## config.mk

```make
export PLATFORM = sky130hd
export DESIGN_NAME = seq_signed_div_flat
export DESIGN_NICKNAME = d
export VERILOG_FILES = /design/src/rtl/seq_signed_div_pkg.sv /design/src/rtl/seq_signed_div_if.sv /design/src/rtl/seq_signed_div_step.sv /design/src/rtl/seq_signed_div.sv /design/src/flat_wrapper.sv
export SDC_FILE = /design/constraint.sdc
export NUM_CORES = 1
export LEC_CHECK = 0
export CORE_MARGIN = 4
export CORE_UTILIZATION = 30
export DETAILED_ROUTE_END_ITERATION = 10
export PLACE_DENSITY = 0.6
export SYNTH_ARGS = -nofsm -noshare
export SYNTH_HDL_FRONTEND = slang
export SYNTH_HIERARCHICAL = 1
export SYNTH_SLANG_ARGS = --single-unit
```

## constraint.sdc

```tcl
create_clock -name clk -period 2.8 [get_ports clk]
set_input_delay 0.28 -clock clk [delete_from_list [all_inputs] [get_ports clk]]
set_output_delay 0.28 -clock clk [all_outputs]
set_load 0.005 [all_outputs]
```

## src/rtl/seq_signed_div_pkg.sv

```systemverilog
// Shared widths, state encoding and operand/result types for the sequential signed divider.
// Dividend width matches the booth multiplier product; quotient shares it.
package seq_signed_div_pkg;
  localparam int DVD_W = 19;
  localparam int DVR_W = 5;
  localparam int CNT_W = $clog2(DVD_W + 1);

  typedef enum logic [1:0] {IDLE, CALC, FIX} div_state_t;

  typedef logic signed [DVD_W-1:0] dvd_t;
  typedef logic        [DVD_W-1:0] dvd_mag_t;
  typedef logic signed [DVR_W-1:0] dvr_t;
  typedef logic        [DVR_W-1:0] dvr_mag_t;
  typedef logic        [CNT_W-1:0] cnt_t;

  // The most negative value maps to its magnitude as an unsigned number of the same width.
  function automatic dvd_mag_t dvd_abs(input dvd_t v);
    return v[DVD_W-1] ? dvd_mag_t'(-v) : dvd_mag_t'(v);
  endfunction

  function automatic dvr_mag_t dvr_abs(input dvr_t v);
    return v[DVR_W-1] ? dvr_mag_t'(-v) : dvr_mag_t'(v);
  endfunction
endpackage

```

## src/rtl/seq_signed_div_if.sv

```systemverilog
// en/valid handshake bundle shared by the divider and the execute-stage driver.
interface seq_signed_div_if;
  import seq_signed_div_pkg::*;

  logic div_en;
  dvd_t dividend;
  dvr_t divisor;
  logic div_busy;
  logic div_out_valid;
  dvd_t quotient;
  dvr_t remainder;
  logic div_by_zero;
  logic div_ovf;

  modport master (
    output div_en, dividend, divisor,
    input  div_busy, div_out_valid, quotient, remainder, div_by_zero, div_ovf
  );

  modport slave (
    input  div_en, dividend, divisor,
    output div_busy, div_out_valid, quotient, remainder, div_by_zero, div_ovf
  );
endinterface

```

## src/rtl/seq_signed_div_step.sv

```systemverilog
// One unsigned restoring-division iteration: shift in a dividend bit, trial-subtract the divisor.
module seq_signed_div_step
  import seq_signed_div_pkg::*;
(
  input  dvr_mag_t i_prem,
  input  logic     i_bit,
  input  dvr_mag_t i_dvr,
  output dvr_mag_t o_prem,
  output logic     o_qbit
);
  logic [DVR_W:0] w_part;
  dvr_mag_t       w_diff;

  assign w_part = {i_prem, i_bit};
  assign o_qbit = (w_part >= {1'b0, i_dvr});
  // The difference is below the divisor, so the dropped carry bit is always zero.
  assign w_diff = w_part[DVR_W-1:0] - i_dvr;
  assign o_prem = o_qbit ? w_diff : w_part[DVR_W-1:0];
endmodule

```

## src/rtl/seq_signed_div.sv

```systemverilog
// Iterative signed divider, one quotient bit per clock, truncating toward zero.
// state | meaning
// IDLE  | waiting for div_en; divide-by-zero answered here directly
// CALC  | DVD_W restoring iterations on operand magnitudes
// FIX   | apply signs, register results, pulse div_out_valid
module seq_signed_div
  import seq_signed_div_pkg::*;
(
  input  logic              clk,
  input  logic              rst,
  seq_signed_div_if.slave   bus
);
  localparam dvd_t DVD_MIN = {1'b1, {(DVD_W-1){1'b0}}};

  div_state_t r_state;
  dvd_mag_t   r_q;
  dvr_mag_t   r_prem;
  dvr_mag_t   r_dvr;
  cnt_t       r_cnt;
  logic       r_neg_q;
  logic       r_neg_r;
  logic       r_ovf_pend;
  dvd_t       r_quot;
  dvr_t       r_rem;
  logic       r_valid;
  logic       r_dbz;
  logic       r_ovf;

  dvr_mag_t   w_prem;
  logic       w_qbit;

  seq_signed_div_step u_step (
    .i_prem (r_prem),
    .i_bit  (r_q[DVD_W-1]),
    .i_dvr  (r_dvr),
    .o_prem (w_prem),
    .o_qbit (w_qbit)
  );

  always_ff @(posedge clk or posedge rst) begin
    if (rst) begin
      r_state    <= IDLE;
      r_q        <= '0;
      r_prem     <= '0;
      r_dvr      <= '0;
      r_cnt      <= '0;
      r_neg_q    <= 1'b0;
      r_neg_r    <= 1'b0;
      r_ovf_pend <= 1'b0;
      r_quot     <= '0;
      r_rem      <= '0;
      r_valid    <= 1'b0;
      r_dbz      <= 1'b0;
      r_ovf      <= 1'b0;
    end else begin
      r_valid <= 1'b0;
      case (r_state)
        IDLE: begin
          if (bus.div_en) begin
            if (bus.divisor == '0) begin
              r_quot  <= '1;
              r_rem   <= '0;
              r_dbz   <= 1'b1;
              r_ovf   <= 1'b0;
              r_valid <= 1'b1;
            end else begin
              r_q        <= dvd_abs(bus.dividend);
              r_dvr      <= dvr_abs(bus.divisor);
              r_prem     <= '0;
              r_cnt      <= cnt_t'(DVD_W);
              r_neg_q    <= bus.dividend[DVD_W-1] ^ bus.divisor[DVR_W-1];
              r_neg_r    <= bus.dividend[DVD_W-1];
              r_ovf_pend <= (bus.dividend == DVD_MIN) && (bus.divisor == '1);
              r_state    <= CALC;
            end
          end
        end
        CALC: begin
          // Dividend bits leave at the top while quotient bits enter at the bottom.
          r_q    <= {r_q[DVD_W-2:0], w_qbit};
          r_prem <= w_prem;
          r_cnt  <= r_cnt - cnt_t'(1);
          if (r_cnt == cnt_t'(1)) r_state <= FIX;
        end
        FIX: begin
          r_quot  <= r_neg_q ? dvd_t'(-r_q) : dvd_t'(r_q);
          r_rem   <= r_neg_r ? dvr_t'(-r_prem) : dvr_t'(r_prem);
          r_dbz   <= 1'b0;
          r_ovf   <= r_ovf_pend;
          r_valid <= 1'b1;
          r_state <= IDLE;
        end
        default: r_state <= IDLE;
      endcase
    end
  end

  assign bus.div_busy      = (r_state != IDLE);
  assign bus.div_out_valid = r_valid;
  assign bus.quotient      = r_quot;
  assign bus.remainder     = r_rem;
  assign bus.div_by_zero   = r_dbz;
  assign bus.div_ovf       = r_ovf;
endmodule

```

## src/flat_wrapper.sv

```systemverilog
// flat-port wrapper written by rule: the top's interface ports become plain ports
module seq_signed_div_flat import seq_signed_div_pkg::*;
  (clk, rst, bus_div_en, bus_dividend, bus_divisor, bus_div_busy, bus_div_out_valid, bus_quotient, bus_remainder, bus_div_by_zero, bus_div_ovf);
  seq_signed_div_if bus_i ();
  input  logic clk;
  input  logic rst;
  input wire logic [$bits(bus_i.div_en)-1:0] bus_div_en;
  input wire logic [$bits(bus_i.dividend)-1:0] bus_dividend;
  input wire logic [$bits(bus_i.divisor)-1:0] bus_divisor;
  output wire logic [$bits(bus_i.div_busy)-1:0] bus_div_busy;
  output wire logic [$bits(bus_i.div_out_valid)-1:0] bus_div_out_valid;
  output wire logic [$bits(bus_i.quotient)-1:0] bus_quotient;
  output wire logic [$bits(bus_i.remainder)-1:0] bus_remainder;
  output wire logic [$bits(bus_i.div_by_zero)-1:0] bus_div_by_zero;
  output wire logic [$bits(bus_i.div_ovf)-1:0] bus_div_ovf;
  assign bus_i.div_en = bus_div_en;
  assign bus_i.dividend = bus_dividend;
  assign bus_i.divisor = bus_divisor;
  assign bus_div_busy = bus_i.div_busy;
  assign bus_div_out_valid = bus_i.div_out_valid;
  assign bus_quotient = bus_i.quotient;
  assign bus_remainder = bus_i.remainder;
  assign bus_div_by_zero = bus_i.div_by_zero;
  assign bus_div_ovf = bus_i.div_ovf;
  seq_signed_div u_core (.clk(clk), .rst(rst), .bus(bus_i));
endmodule
```

# Yosys cells after proc, flatten, opt, wreduce, memory -nomap -nowiden

Index checks and enable logic that the tools add are counted.

Flip-flop bits (word level): 66
Input bits: 27
Output and inout port bits: 28
Logic and storage cells: 74

Add/subtract/negate cells: 6
Magnitude comparators: 1
Eq/ne operators: 9
Mux-type cells: 33
Bitwise logic cells: 2
Reduce and logical (&&, ||, !) cells: 10

Operators with widths:

| operator               | number |
|---|---|
| $mux W19               | 6 |
| $pmux W19 S2           | 2 |
| $mux W5                | 9 |
| $neg A19 Y19           | 2 |
| $pmux W5 S2            | 3 |
| $eq A19 B19 Y1 const B | 1 |
| $reduce_and A3 Y1      | 4 |
| $neg A5 Y5             | 2 |
| $ge A6 B5 Y1           | 1 |
| $mux W1                | 6 |
| $mux W2                | 3 |
| $pmux W1 S2            | 3 |
| $reduce_bool A2 Y1     | 3 |
| $eq A5 B1 Y1 const B   | 1 |
| $eq A5 B5 Y1 const B   | 1 |
| $logic_not A5 Y1       | 1 |
| $sub A5 B1 Y5 const B  | 1 |
| $sub A5 B5 Y5          | 1 |
| $ne A2 B1 Y1 const B   | 2 |
| $ne A2 B2 Y1 const B   | 2 |
| $pmux W2 S2            | 1 |
| $eq A2 B1 Y1 const B   | 1 |
| $eq A2 B2 Y1 const B   | 1 |
| $logic_not A2 Y1       | 1 |
| 3 further kinds        | 3 |

# Logic depth before layout (Yosys ltp)

Depth after elaboration: 5
Gate-level depth with buffers: 10
Depth with buffers taken out: 10

# Modules after synthesis

Netlist, hierarchy kept.

Modules (own cells, without submodules):

| module              | instances | cells each | area each (um^2) | sequential area each (um^2) |
|---|---|---|---|---|
| seq_signed_div      | 1         | 375        | 3548.4           | 1651.6 |
| seq_signed_div_step | 1         | 36         | 287.8            | 0.0 |

# Worst setup path before layout

No wires, ideal clock.

Kind: register to register
Start: register u_core.r_q[0]
End: register u_core.r_quot[18], in the netlist u_core/bus.quotient[18]
Setup time: 137 ps
Data arrival time: 1959 ps
Required time: 2663 ps
Slack: 704 ps
Cell stages (with the launch flop): 8
Path buffers: 0
Clock period less this slack: 2096 ps
Path through: dfrtp_1 -> inv_1 -> ha_1 -> or2b_2 -> or4_4 -> o41ai_4 -> xor2_1 -> a21oi_1

Longest elaborated chain between the ends: 3

RTL lines:

| item                   | RTL line             | text |
|---|---|---|
| from (decl)            | seq_signed_div.sv:16 | `dvd_mag_t r_q;` |
| from (signal assigned) | seq_signed_div.sv:67 | `r_q <= dvd_abs(bus.dividend);` |
| from (signal assigned) | seq_signed_div.sv:80 | `r_q <= {r_q[DVD_W-2:0], w_qbit};` |
| $neg A19 Y19           | seq_signed_div.sv:86 | `r_quot <= r_neg_q ? dvd_t'(-r_q) : dvd_t'(r_q);` |
| $mux W19               | seq_signed_div.sv:86 |  |
| $pmux W19 S2           | seq_signed_div.sv:57 | `case (r_state)` |
| to (signal assigned)   | seq_signed_div.sv:86 |  |
| to (decl)              | seq_signed_div.sv:23 | `dvd_t r_quot;` |

Every way passes these cells.
A chain may end at the register's enable or synchronous reset.

# Worst setup path after layout

Start: input bus_dividend[0]
End: register u_core.r_q[14]

Longest elaborated chain between the ends: 5

RTL lines:

| item         | RTL line                 | text |
|---|---|---|
| from (decl)  | flat_wrapper.sv:8        | `input wire logic [$bits(bus_i.dividend)-1:0] bus_dividend;` |
| $neg A19 Y19 | seq_signed_div_pkg.sv:18 | `return v[DVD_W-1] ? dvd_mag_t'(-v) : dvd_mag_t'(v);` |
| $mux W19     | seq_signed_div_pkg.sv:18 |  |
| $mux W19     | seq_signed_div.sv:60     | `if (bus.divisor == '0) begin` |
| $mux W19     | seq_signed_div.sv:59     | `if (bus.div_en) begin` |
| $pmux W19 S2 | seq_signed_div.sv:57     |  |

Every way passes these cells. The select of a mux whose other input is x is not followed.

==> impl_metrics.json <==
{
  "grt_use_total_pct": 12.81,
  "area_growth_pct": 26.71,
  "grt_max_degree": 67,
  "dieWidth_um": 121.1,
  "ir_drop_mv": 0.4072,
  "reg2reg_slack_ps": 500,
  "end_kind": "register",
  "yosys_warnings": 6,
  "drive_above_1_share_pct": 9.227,
  "skew_ps": 4.987,
  "synth_enable_flop_cells": 0,
  "max_freq_mhz": 428.8,
  "status": "finished clean",
  "cp.arrival_ps": 2520,
  "die-height_um": 121.1,
  "synthArstFlopShare_pct": 100.0,
  "hp-class": "register to register",
  "power.switching_mw": 2.122,
  "crit_chain": "clkdlybuf4s50_1, inv_1, ha_1, or3b_2, or3_1, o31ai_1, xor2_1, o21ai_0",
  "drc": 0,
  "cts_tree": "yes",
  "cp-start-kind": "primary input",
  "grt_pass1_vias": 2973,
  "dieArea_um2": 14660,
  "overflow": 0,
  "detail_route.wl_per_cell_um": 14.31,
  "cp_top_family": "simple AND/OR/NAND/NOR gates",
  "worst-path-buf-inv": 2,
  "vias": 3132,
  "postRouteWirelength_mm": 9.131,
  "required_ps": 2980,
  "io_pins": 55,
  "syn_nets": 451,
  "dp_hpwl_mm": 6.951,
  "p_seq_share_pct": 34.9,
  "clk_latency_ps": 320,
  "yosys-top-cells-area": "dfrtp_1 (43%), xor2_1 (7.8%), o21ai_0 (5.5%)",
  "critPathMaxFanout": 5,
  "switching_share_pct": 38.56,
  "num_rows": 41,
  "maxCapViolations": 0,
  "root_buffer": "clkbuf_16",
  "tightest_slew_ps": 827.1,
  "seq_area_frac_synth_pct": 43.05,
  "slowest_stage": "or3b_2",
  "h-tree-depth": 3,
  "cts-resized-gates": 0,
  "place_area_um2": 4569,
  "pwr-share-clk_pct": 19.6,
  "start_util_pct": 30.52,
  "powerDensity_nw_per_um2": 1132,
  "hold_buffers": 0,
  "yosys.cell_types.count": 48,
  "syn_inst": 411,
  "yosys.area.top_type_share_pct": 43.05,
  "grt_setup_unrepaired": "no",
  "antenna_found_initial": 0,
  "gp_congestion": 0.7806,
  "hold_viol_final": 0,
  "min_period_ps": 2332,
  "avgSynthCellArea_um2": 9.334,
  "clk_pin_slew_ps": 50,
  "synth_seq_cells": 66,
  "cts_buffer_depth": 2,
  "drt-initial-drc-count": 213,
  "fp.coreArea_um2": 12570,
  "fin_nets": 502,
  "diodes": 0,
  "p_int_mw": 3.381,
  "cts_setup_buffers": 0,
  "postRouteAntennaNets": 0,
  "cts.sinks": 66,
  "setup_viol_count_final": 0,
  "setup.worst_path.class": "primary input to register",
  "yosysTopAreaCell": "dfrtp_1",
  "first_pass_iters": 4,
  "via_per_inst": 4.909,
  "fin_area_um2": 4861,
  "synth_area_um2": 3836,
  "min_period_over_period_pct": 83.29,
  "synth_ff_type": "dfrtp_1",
  "portBuffers": 54,
  "cpPeakStageDelay_ps": 490,
  "pwr-share-comb_pct": 45.5,
  "drv_slew": 0,
  "grt_pass1_wl_mm": 14.99,
  "max_slew_margin_pct": 44.86,
  "setup_tns_ps": 0,
  "numCtsBuffers": 9,
  "p_leak_nw": 2.021
}
[cells by family after synthesis]
logic type               Yosys count  share of synthesized area [%]
AND/OR/NAND/NOR                  121                          16.05
adder cells (fa/ha/maj)           13                          4.436
buffers and inverters             45                          4.599
multiplexers                      10                          3.001
flip-flops                        66                          43.05
AO/OA/AOI/OAI                    115                          19.50
XOR/XNOR                          41                          9.361
[worst register-to-register path, cell delays in order (launching register included)]
cell and delay [ps]:
dfrtp_1 400, inv_1 140, ha_1 180, or2b_2 350, or4_4 530, o41ai_4 300
xor2_1 190, a21oi_1 80
[cell usage after synthesis, types with 2 or more instances]
master and count:
nand4_1 2, nand3_1 4, clkbuf_1 21, o31ai_1 13, xnor2_1 7, dfrtp_1 66, buf_1 2, nor2b_1 5
nor3_1 14, o21ai_0 42, or4_4 2, or3_1 4, mux2_4 3, a21oi_1 22, or4_1 6, o41ai_1 3
ha_1 12, nor4_1 4, inv_1 21, mux2i_1 7, nor2_1 25, o221ai_1 2, xor2_1 34, o22ai_1 5
nand2_1 39, nand3b_1 3, o41ai_2 2, o21ai_1 3, a22oi_1 16, nand2b_1 4
[state kept, by name, summed over array words and instances, names as in the netlist]
signal / count
u_core/r_dvr: 5
u_core/bus.div_by_zero: 1
u_core/bus.div_out_valid: 1
u_core/bus.quotient: 19
u_core/bus.div_ovf: 1
u_core/bus.remainder: 5
u_core/r_state: 2
u_core/r_neg_r: 1
u_core/r_neg_q: 1
u_core/r_ovf_pend: 1
u_core/r_q: 19
u_core/r_prem: 5
u_core/r_cnt: 5
[power groups by stage]
stage	registers [mW]	logic (mW)	clock network (mW)
after floorplan	1.75	1.82	0
after global placement	1.91	2.44	0
after detailed placement	1.93	2.52	0
after CTS	1.92	2.53	1.10
after global routing	2.00	2.82	1.14
final	1.92	2.50	1.08
[metrics by stage]
step	util (%)	hold WS, ps	std cells	power (mW)	setup WS (ps)
3_3_place_gp	36.36	477.2	623	4.353	228.4
4_1_cts	38.68	494.3	638	5.549	474.7
5_1_grt	38.68	523.4	638	5.969	349.2
3_5_place_dp	36.36	483.1	623	4.447	152.9
2_1_floorplan	-	448.4	411	3.567	704.0
6_report	38.68	497.1	638	5.503	467.9
[path summary, 6_finish.rpt]
path                       cells past startpoint                      end            start
max                                            8           u_core/r_q[14]  bus_dividend[0]
min                                            2          u_core/r_dvr[0]  u_core/r_dvr[0]
max reg2reg                                    7  u_core/bus.quotient[18]    u_core/r_q[0]
min reg2reg                                    2          u_core/r_dvr[0]  u_core/r_dvr[0]
max in group asynchronous                      3           u_core/r_q[18]              rst
min in group asynchronous                      3  u_core/bus.remainder[0]              rst
[layout make-up]
type                       count  area [um^2]
fill                        1235         7707
multi-input combinational    300         2008
sequential                    66         1652
timing repair buffer          64        615.6
clock buffer                  14        284.0
tap                          172        215.2
inverter                      21        78.83
clock inverter                 1        7.507
[cells in the final DEF (no fill, tap or decap), types with 2 or more instances in the layout]
master / synthesis / layout
a21oi_1: 22 / 22
a22oi_1: 16 / 16
buf_4: 0 / 10
clkbuf_16: 0 / 9
clkbuf_8: 0 / 4
clkdlybuf4s50_1: 0 / 54
dfrtp_1: 66 / 66
ha_1: 12 / 12
inv_1: 21 / 20
mux2_4: 3 / 3
mux2i_1: 7 / 7
nand2_1: 39 / 39
nand2b_1: 4 / 4
nand3_1: 4 / 4
nand3b_1: 3 / 3
nand4_1: 2 / 2
nor2_1: 25 / 25
nor2b_1: 5 / 5
nor3_1: 14 / 14
nor4_1: 4 / 4
o21ai_0: 42 / 42
o21ai_1: 3 / 3
o221ai_1: 2 / 2
o22ai_1: 5 / 5
o31ai_1: 13 / 13
o41ai_1: 3 / 3
o41ai_2: 2 / 2
or3_1: 4 / 4
or4_1: 6 / 6
or4_4: 2 / 2
xnor2_1: 7 / 7
xor2_1: 34 / 34
[metal layers]
metal  global-route usage [%]  vias to the layer above  routed length [um]  part of all wire [%]
met1                    18.00                     1478                4492                    49
met3                    2.284                       14                 492                   5.4
li1                         -                     1555                   -                     -
met4                    5.878                        0                 197                   2.2
met2                    19.14                       85                3948                    43
met5                        0                        -                   0                     0
(Power assumes the default switching activity.)
